File: config.mk
export PLATFORM = sky130hd
export DESIGN_NAME = skew_feeder
export DESIGN_NICKNAME = d
export VERILOG_FILES = /design/src/rtl/skew_feeder.sv
export SDC_FILE = /design/constraint.sdc
export NUM_CORES = 1
export LEC_CHECK = 0
export CELL_PAD_IN_SITES_DETAIL_PLACEMENT = 0
export CELL_PAD_IN_SITES_GLOBAL_PLACEMENT = 2
export CORE_ASPECT_RATIO = 0.8
export CORE_UTILIZATION = 26
export CTS_BUF_LIST = sky130_fd_sc_hd__clkbuf_4 sky130_fd_sc_hd__clkbuf_8
export CTS_CLUSTER_SIZE = 10
export DETAILED_ROUTE_END_ITERATION = 12
export PLACE_DENSITY = 0.95
export SLEW_MARGIN = 20
export SYNTH_ARGS = -nofsm -noshare
export SYNTH_HDL_FRONTEND = slang
export SYNTH_SLANG_ARGS = --single-unit
File: constraint.sdc
create_clock -name clk -period 3.8 [get_ports clk]
set_input_delay 0.76 -clock clk [delete_from_list [all_inputs] [get_ports clk]]
set_output_delay 0.76 -clock clk [all_outputs]
set_load 0.02 [all_outputs]
File: src/rtl/skew_feeder.sv
// Skewed west-edge feeder for the systolic array: row r reads its buffer r cycles late.
// Optional build macro INPUT_ZERO_PAD_EN zero-fills dataOut outside the skew window.
module skew_feeder #(
  parameter int matrixSize = 4,
  parameter int dataSize   = 16
) (
  input  logic                                             clk,
  input  logic                                             rst,
  input  logic                                             start,
  output logic                                             busy,
  output logic                                             done,
  output logic [matrixSize*((matrixSize > 1) ? $clog2(matrixSize) : 1)-1:0] readLocation,
  input  logic [matrixSize*dataSize-1:0]                   readElement,
  output logic [matrixSize*dataSize-1:0]                   dataOut,
  output logic [matrixSize-1:0]                            validOut
);

  localparam int W  = (matrixSize > 1) ? $clog2(matrixSize) : 1;
  localparam int TW = ($clog2(2*matrixSize) > 0) ? $clog2(2*matrixSize) : 1;
  localparam logic [TW-1:0] T_LAST = TW'(2*matrixSize-2);
  localparam logic [TW-1:0] K_MAX  = TW'(matrixSize-1);

  typedef enum logic [0:0] {IDLE = 1'b0, FEED = 1'b1} state_e;

  state_e                         state_q, state_d;
  logic [TW-1:0]                  t_q, t_d;
  logic                           done_q, done_d;
  logic [matrixSize-1:0]          valid_q, valid_d;
  logic [matrixSize*dataSize-1:0] data_q, data_d;
  logic [matrixSize*W-1:0]        read_loc_s;
  logic [matrixSize-1:0]          in_range_s;
  logic [TW-1:0]                  diff_s [matrixSize];

  // Lane window decode; t >= r is tested first so t-r never wraps.
  always_comb begin
    read_loc_s = '0;
    for (int r = 0; r < matrixSize; r++) begin
      diff_s[r]     = t_q - TW'(r);
      in_range_s[r] = (state_q == FEED) && (t_q >= TW'(r)) && (diff_s[r] <= K_MAX);
      if (in_range_s[r]) begin
        read_loc_s[r*W +: W] = W'(diff_s[r]);
      end else begin
        read_loc_s[r*W +: W] = '0;
      end
    end
  end

  always_comb begin
    state_d = state_q;
    t_d     = t_q;
    done_d  = 1'b0;
    valid_d = '0;
    data_d  = data_q;
    case (state_q)
      IDLE: begin
        if (start) begin
          state_d = FEED;
          t_d     = '0;
        end else begin
          state_d = IDLE;
        end
`ifdef INPUT_ZERO_PAD_EN
        data_d = '0;
`endif
      end
      FEED: begin
        for (int r = 0; r < matrixSize; r++) begin
          valid_d[r] = in_range_s[r];
          if (in_range_s[r]) begin
            data_d[r*dataSize +: dataSize] = readElement[r*dataSize +: dataSize];
          end else begin
`ifdef INPUT_ZERO_PAD_EN
            data_d[r*dataSize +: dataSize] = '0;
`else
            data_d[r*dataSize +: dataSize] = data_q[r*dataSize +: dataSize];
`endif
          end
        end
        if (t_q == T_LAST) begin
          state_d = IDLE;
          t_d     = '0;
          done_d  = 1'b1;
        end else begin
          state_d = FEED;
          t_d     = t_q + TW'(1);
        end
      end
      default: begin
        state_d = IDLE;
        t_d     = '0;
      end
    endcase
  end

  always_ff @(posedge clk) begin
    if (rst) begin
      state_q <= IDLE;
      t_q     <= '0;
      done_q  <= 1'b0;
      valid_q <= '0;
      data_q  <= '0;
    end else begin
      state_q <= state_d;
      t_q     <= t_d;
      done_q  <= done_d;
      valid_q <= valid_d;
      data_q  <= data_d;
    end
  end

  assign busy         = (state_q == FEED);
  assign done         = done_q;
  assign validOut     = valid_q;
  assign dataOut      = data_q;
  assign readLocation = read_loc_s;

endmodule

==> load_flow_metrics.sql, run 1 <==
INSERT INTO impl_metrics (metric_group, metric, value, unit) VALUES
('run_status', 'outcome', 'complete, no violations', ''),
('routing', 'detail_route.wl_per_cell', '13.3', 'um'),
('setup_path', 'cpMaxStageDelayCell', 'clkdlybuf4s50_1', ''),
('setup_path', 'wp_data_arrival', '2810', 'ps'),
('setup_path', 'cp-start-kind', 'flip-flop', ''),
('global_route', 'first_global_vias', '2609', ''),
('die', 'ioPinCount', '145', ''),
('cts', 'clkTransAtPathRegs', '90', 'ps'),
('power_and_ir_drop', 'power-per-cell-area', '363', 'nW/um^2'),
('power_and_ir_drop', 'ir_drop', '0.359', 'mV'),
('run', 'drv_cap', '0', ''),
('routing', 'finalWirelength', '7760', 'um'),
('sta', 'pins_over_their_slew_limit', '0', ''),
('die', 'initial_utilization', '0.272', ''),
('sta', 'post-route-min-period', '3570', 'ps'),
('routing', 'routed-via-count', '2495', ''),
('cts', 'cts_buffer_depth', '2', ''),
('yosys', 'edff_count_synth', '0', ''),
('sta', 'clock.fmax', '0.280', 'GHz'),
('setup_path', 'crit_path_capture_type', 'primary output', ''),
('yosys', 'synthTopCellsByArea', 'dfxtp_1 48%, mux2i_1 21%, nor2_1 7.5%', ''),
('yosys', 'synthCells', '295', ''),
('cells_and_area', 'drive_above_1_share', '0.0659', ''),
('yosys', 'synth_ff_type', 'dfxtp_1', ''),
('setup_path', 'reg2regPathDepth', '7', ''),
('routing', 'post_drt_via_cell_ratio', '4.27', ''),
('cts', 'clkLatencyLatePin', '350', 'ps'),
('die', 'floorplan.rows', '34', ''),
('setup_path', 'critPathMaxStageDelay', '600', 'ps'),
('setup_path', 'path_class', 'flip-flop to primary output', ''),
('cts', 'clockRootBuffer', 'clkbuf_8', ''),
('yosys', 'largest_area_contributor_in_the_netlist', 'dfxtp_1', ''),
('cts', 'holdBufCountCts', '0', ''),
('routing', 'first_pass_iters', '4', ''),
('placement', 'last_weighted_congestion_value_of_the_routability_driven_placer', '0.735', ''),
('sta', 'finalHoldViolations', '0', ''),
('cts', 'cts_inserted_buffers', '9', ''),
('sta', 'grt_setup_unrepaired', 'false', ''),
('cells_and_area', 'areaGrowthSynthToFinish', '59.2', '%'),
('min_path', 'min_path_cells', '2', ''),
('global_route', 'overflow', '0', ''),
('routing', 'drt_iter0_drc', '46', ''),
('sta', 'max_slew_headroom', '0.393', ''),
('global_route', 'largest_net_degree_at_the_start_of_global_routing', '61', ''),
('sta', 'clock_skew', '16.4', 'ps'),
('power_and_ir_drop', 'totalPowerFinal', '0.00175', 'W'),
('cts', 'cts_resized', '0', ''),
('sta', 'period_share', '0.938', ''),
('routing', 'postRouteAntennaNets', '0', ''),
('min_path', 'hold_path_class', 'flip-flop to flip-flop', ''),
('die', 'die_height', '98.4', 'um'),
('cts', 'cts_tree', 'built', ''),
('yosys', 'yosys.cell_count.top_type', 'dfxtp_1', ''),
('yosys', 'synth.lib_cells_used.distinct', '28', ''),
('yosys', 'netlist.area_leader.share', '0.484', ''),
('power_and_ir_drop', 'leakagePower', '1.75', 'nW'),
('global_route', 'global_route_wire_length_before_repair', '12500', 'um'),
('yosys', 'ys_seq_area_frac', '0.484', ''),
('yosys', 'synthesis.yosys.warnings', '0', ''),
('setup_path', 'critical_path.max_fanout', '11', ''),
('setup_path', 'path_cells', 'inv_1 > ha_1 > nor3b_1 > a2111oi_4 > and2_1 > clkdlybuf4s50_1', ''),
('yosys', 'ys_ff_latch', '73', ''),
('yosys', 'synth.top_cells.by_count', '73 x dfxtp_1, 64 x mux2i_1, 60 x nor2_1, 35 x nand2b_1', ''),
('routing', 'post-route-drc-count', '0', ''),
('sta', 'tightestPinTransition', '910', 'ps'),
('yosys', 'mappedNetlistNets', '371', ''),
('cts', 'clock_sinks', '73', ''),
('global_route', 'antenna_violations_before_repair', '0', ''),
('cts', 'h-tree-depth', '3', ''),
('setup_path', 'critical_path.top_delay_family', 'buffers and inverters', ''),
('yosys', 'post_synth_instance_area', '3020', 'sq um');
-- final timing paths --
check	endpoint	slack [ps]	startpoint
worst max-delay path	readLocation[7]	230	t_q[0]
worst min-delay path	dataOut[23]	470	dataOut[23]
worst max register to register	dataOut[55]	1350	t_q[0]
worst min register to register	dataOut[23]	470	dataOut[23]
-- stage by stage --
step	setup slack, ps	instances	area (sq um)	hold WS, ps	utilization
6_report	234	584	4810	473	0.433
5_1_grt	82.0	584	4810	494	0.433
4_1_cts	192	584	4810	476	0.433
3_5_place_dp	611	568	4560	464	0.411
3_3_place_gp	621	568	4560	458	0.411
2_1_floorplan	1080	295	3020	546	-
-- placed cells by master, fill, tap and decap left out, drive strengths merged, types with 2 or more instances in the layout --
cell | netlist | final
nand2 | 2 | 2
a21oi | 5 | 5
mux2i | 64 | 64
nor2 | 60 | 60
buf | 11 | 6
nor2b | 3 | 3
inv | 6 | 9
nor3b | 3 | 3
clkdlybuf4s50 | 0 | 143
o21ai | 3 | 3
bufinv | 0 | 3
ha | 9 | 9
and2 | 5 | 5
clkbuf | 9 | 9
nand2b | 35 | 35
dfxtp | 73 | 73
-- report_power, final --
part	internal, W	switching (W)	total [W]	leakage, nW
sequential	0.000779	0.0000112	0.000791	0.591
combinational	0.000115	0.0000785	0.000193	1.04
clock	0.000443	0.000322	0.000765	0.121
total	0.00134	0.000411	0.00175	1.75
-- worst min-delay path: cells and delay by family, from the launching register on --
family,cells,cell delay [ps]
flip-flops,1,320
multiplexers,1,50
AND/OR/NAND/NOR,1,60
-- logic make-up (layout without fill, tap and decap cells) --
group                    Yosys count  after routing  share of synthesized area
AO/OA/AOI/OAI                     13             13                     0.0331
AND/OR/NAND/NOR                  110            110                      0.179
adder cells (fa/ha/maj)            9              9                     0.0373
multiplexers                      64             64                      0.212
flip-flops                        73             73                      0.484
buffers and inverters             26            171                     0.0551
-- state kept, by name, summed over array words and instances, names as in the netlist --
register	cells
t_q	3
done	1
busy	1
dataOut	64
validOut	4
-- per-layer routing --
layer  global-route usage  part of all wire  vias up  wire [um]
met5                    0                 0        -          0
li1                     -                 -     1240          -
met3               0.0678              0.10       10        778
met1                0.153              0.44     1154       3380
met2                0.211              0.45       91       3500
met4               0.0450             0.013        0         98
-- final cells by class --
type                       count  area [sq um]  share of cell area
tap                          144           180              0.0375
clock buffer                   9           124              0.0258
timing repair buffer         149          1470               0.306
clock inverter                 7           124              0.0258
multi-input combinational    196          1420               0.296
sequential                    73          1460               0.304
inverter                       6          22.5             0.00468
Power figures use the tool's default switching activity.
==> run 2, diff against run 1 <==
CORE_UTILIZATION = 24   (was 26)
HOLD_SLACK_MARGIN = 0.15   (was unset)
PLACE_DENSITY = 0.92   (was 0.95)
clock period = 3.4 ns   (was 3.8 ns; I/O delays follow)
==> run 2 against run 1 <==
Effect of this change:
- worst hold slack better by 4.9 ps
- worst setup slack worse by 32 ps
- routed wire length fell by 0.59%
- via count shrank 0.60%
- flip-flop and latch count stayed put
- combinational power up 13%
- first-iteration DRC count is 26% lower
- global-route usage fell by 1.2 points
- cell area decreased by 0.21%
- cell count rose by 5.1%
- core utilization decreased by 4.0 points
- die area up 8.2%
==> load_flow_metrics.sql, run 2 (synthesis results as in run 1) <==
INSERT INTO impl_metrics (metric_group, metric, value, unit) VALUES
('placement', 'last_weighted_congestion_value_of_the_routability_driven_placer', '0.754', ''),
('setup_path', 'critical_path.max_fanout', '10', ''),
('sta', 'clock_skew', '8.41', 'ps'),
('placement', 'dp_slack', '473', 'ps'),
('cts', 'h-tree-depth', '3', ''),
('setup_path', 'r2r_end', 'dataOut[53]', ''),
('cts', 'cts_buffer_depth', '2', ''),
('global_route', 'largest_net_degree_at_the_start_of_global_routing', '38', ''),
('sta', 'tightestPinTransition', '517', 'ps'),
('sta', 'pins_over_their_slew_limit', '0', ''),
('sta', 'max_slew_headroom', '0.655', ''),
('routing', 'routed-via-count', '2480', ''),
('power_and_ir_drop', 'intPower', '0.00129', 'W'),
('routing', 'post_drt_via_cell_ratio', '4.04', ''),
('cells_and_area', 'total_area_of_multi_input_combinational_cells', '1420', 'sq um'),
('die', 'die_w', '127', 'um'),
('cts', 'clock_sinks', '73', ''),
('routing', 'first_pass_iters', '4', ''),
('power_and_ir_drop', 'ir_drop', '0.220', 'mV'),
('routing', 'postRouteAntennaNets', '0', ''),
('setup_path', 'r2r_start', 't_q[1]', ''),
('setup_path', 'crit_path_capture_type', 'primary output', ''),
('die', 'initial_utilization', '0.247', ''),
('setup_path', 'req_time_crit_path', '2720', 'ps'),
('min_path', 'hold_path_class', 'flip-flop to flip-flop', ''),
('placement', 'numPlacedInstances', '598', ''),
('sta', 'setup_viol', '0', ''),
('die', 'ioPinCount', '145', ''),
('power_and_ir_drop', 'share_clk_of_total_power', '0.358', ''),
('power_and_ir_drop', 'share_comb_of_total_power', '0.128', ''),
('cells_and_area', 'antenna_cells', '0', ''),
('global_route', 'global_route_wire_length_before_repair', '12000', 'um'),
('cts', 'clockRootBuffer', 'clkbuf_8', ''),
('power_and_ir_drop', 'power.switching', '0.000424', 'W'),
('die', 'fp.dieArea', '13000', 'sq um'),
('setup_path', 'r2r_setup_slack', '1170', 'ps'),
('power_and_ir_drop', 'power_switching_share', '0.247', ''),
('sta', 'finalWorstSetupSlack', '201', 'ps'),
('cells_and_area', 'layout_commonest_cell', 'clkdlybuf4s50_1', ''),
('cts', 'clkTransAtPathRegs', '80', 'ps'),
('cells_and_area', 'register_area', '1460', 'sq um'),
('die', 'coreArea', '12200', 'sq um'),
('sta', 'period_share', '0.941', ''),
('setup_path', 'wp_data_arrival', '2520', 'ps'),
('global_route', 'globalRouteTotalUtil', '0.121', ''),
('power_and_ir_drop', 'leakagePower', '1.77', 'nW'),
('cells_and_area', 'final_nets', '514', ''),
('die', 'floorplan.rows', '36', ''),
('sta', 'post-route-min-period', '3200', 'ps'),
('cells_and_area', 'areaGrowthSynthToFinish', '58.9', '%'),
('sta', 'final_sum_of_negative_setup_slack', '0', 'ps'),
('run_status', 'outcome', 'complete, no violations', ''),
('cts', 'cts_inserted_buffers', '9', ''),
('global_route', 'first_global_vias', '2456', ''),
('placement', 'port_buffers', '144', ''),
('cells_and_area', 'mostFrequentLayoutCells', '141 x clkdlybuf4s50_1, 73 x dfxtp_1, 64 x mux2i_1', ''),
('setup_path', 'cp-start-kind', 'flip-flop', ''),
('power_and_ir_drop', 'share_seq_of_total_power', '0.514', ''),
('min_path', 'min_path_cells', '2', ''),
('global_route', 'overflow', '0', ''),
('routing', 'post-route-drc-count', '0', ''),
('global_route', 'antenna_violations_before_repair', '0', ''),
('sta', 'finalHoldViolations', '0', ''),
('routing', 'detail_route.wl_per_cell', '12.6', 'um'),
('routing', 'drt_iter0_drc', '34', ''),
('routing', 'finalWirelength', '7710', 'um'),
('cells_and_area', 'finalNonFillerCells', '614', ''),
('power_and_ir_drop', 'power-per-cell-area', '357', 'nW/um^2'),
('run', 'drv_cap', '0', ''),
('cts', 'clkLatencyLatePin', '350', 'ps'),
('cts', 'post_cts_buffers', '0', ''),
('cells_and_area', 'largest_register_ffs', '64', ''),
('cells_and_area', 'drive_above_1_share', '0.0722', ''),
('die', 'die_height', '102', 'um'),
('sta', 'grt_setup_unrepaired', 'false', ''),
('setup_path', 'crit_start', 't_q[2]', ''),
('sta', 'clock.fmax', '0.313', 'GHz'),
('setup_path', 'path_class', 'flip-flop to primary output', ''),
('cells_and_area', 'fillers', '1240', ''),
('placement', 'post-dp-hpwl', '5620', 'um'),
('setup_path', 'timing.critical_path.to', 'readLocation[1]', ''),
('setup_path', 'reg2regPathDepth', '7', ''),
('cells_and_area', 'layout.core_utilization', '0.393', ''),
('cts', 'cts_tree', 'built', '');
==> run 2: stage by stage <==
step / power, W / area [sq um] / hold slack [ps]
final: 0.00172 / 4800 / 478
after global routing: 0.00181 / 4800 / 496
after CTS: 0.00176 / 4790 / 483
after detailed placement: 0.00112 / 4620 / 468
after global placement: 0.00112 / 4620 / 459
after floorplan: 0.000996 / 3020 / 546
==> run 2: layout make-up <==
| type | count | area share |
|---|---|---|
| sequential | 73 | 0.304 |
| multi-input combinational | 196 | 0.297 |
| timing repair buffer | 152 | 0.313 |
| inverter | 6 | 0.00469 |
| clock buffer | 11 | 0.0302 |
| clock inverter | 5 | 0.00652 |
| tap | 171 | 0.0446 |
==> run 2: repair_timing <==
item / CTS / global route
hold buffers: 0 / 0
endpoints found under the hold margin: 0 / 0
gates resized for setup: 0 / 2
endpoints found under the setup margin: 0 / 2
==> run 2: layer usage <==
metal	part of all wire	GRT usage	vias up	wire, um
met5	0	0	-	0
met4	0.0079	0.0330	0	61
met3	0.092	0.0675	5	713
met2	0.47	0.198	86	3650
met1	0.43	0.136	1136	3280
li1	-	-	1253	-
==> run 2: worst min-delay path by stage <==
stage,slack [ps],to,start
finish,480,dataOut[19],dataOut[19]
global route,500,dataOut[22],dataOut[22]
CTS,480,dataOut[19],dataOut[19]
detailed placement,470,dataOut[19],dataOut[19]
global placement,460,dataOut[16],dataOut[16]
floorplan,550,dataOut[16],dataOut[16]
==> run 2: power by group through the flow <==
stage	sequential (W)	clock, W	combinational [W]
6_report	0.000882	0.000615	0.000219
3_5_place_dp	0.000902	0	0.000222
5_1_grt	0.000884	0.000693	0.000237
4_1_cts	0.000881	0.000654	0.000223
2_1_floorplan	0.000919	0	0.0000769
3_3_place_gp	0.000901	0	0.000218
==> run 2: worst max-delay path, stage by stage, from the launching register on <==
cell and delay (ps):
dfxtp_1 520, inv_1 150, ha_1 210, a21oi_2 260, o21ai_2 210, nor2_1 180, clkdlybuf4s50_1 640
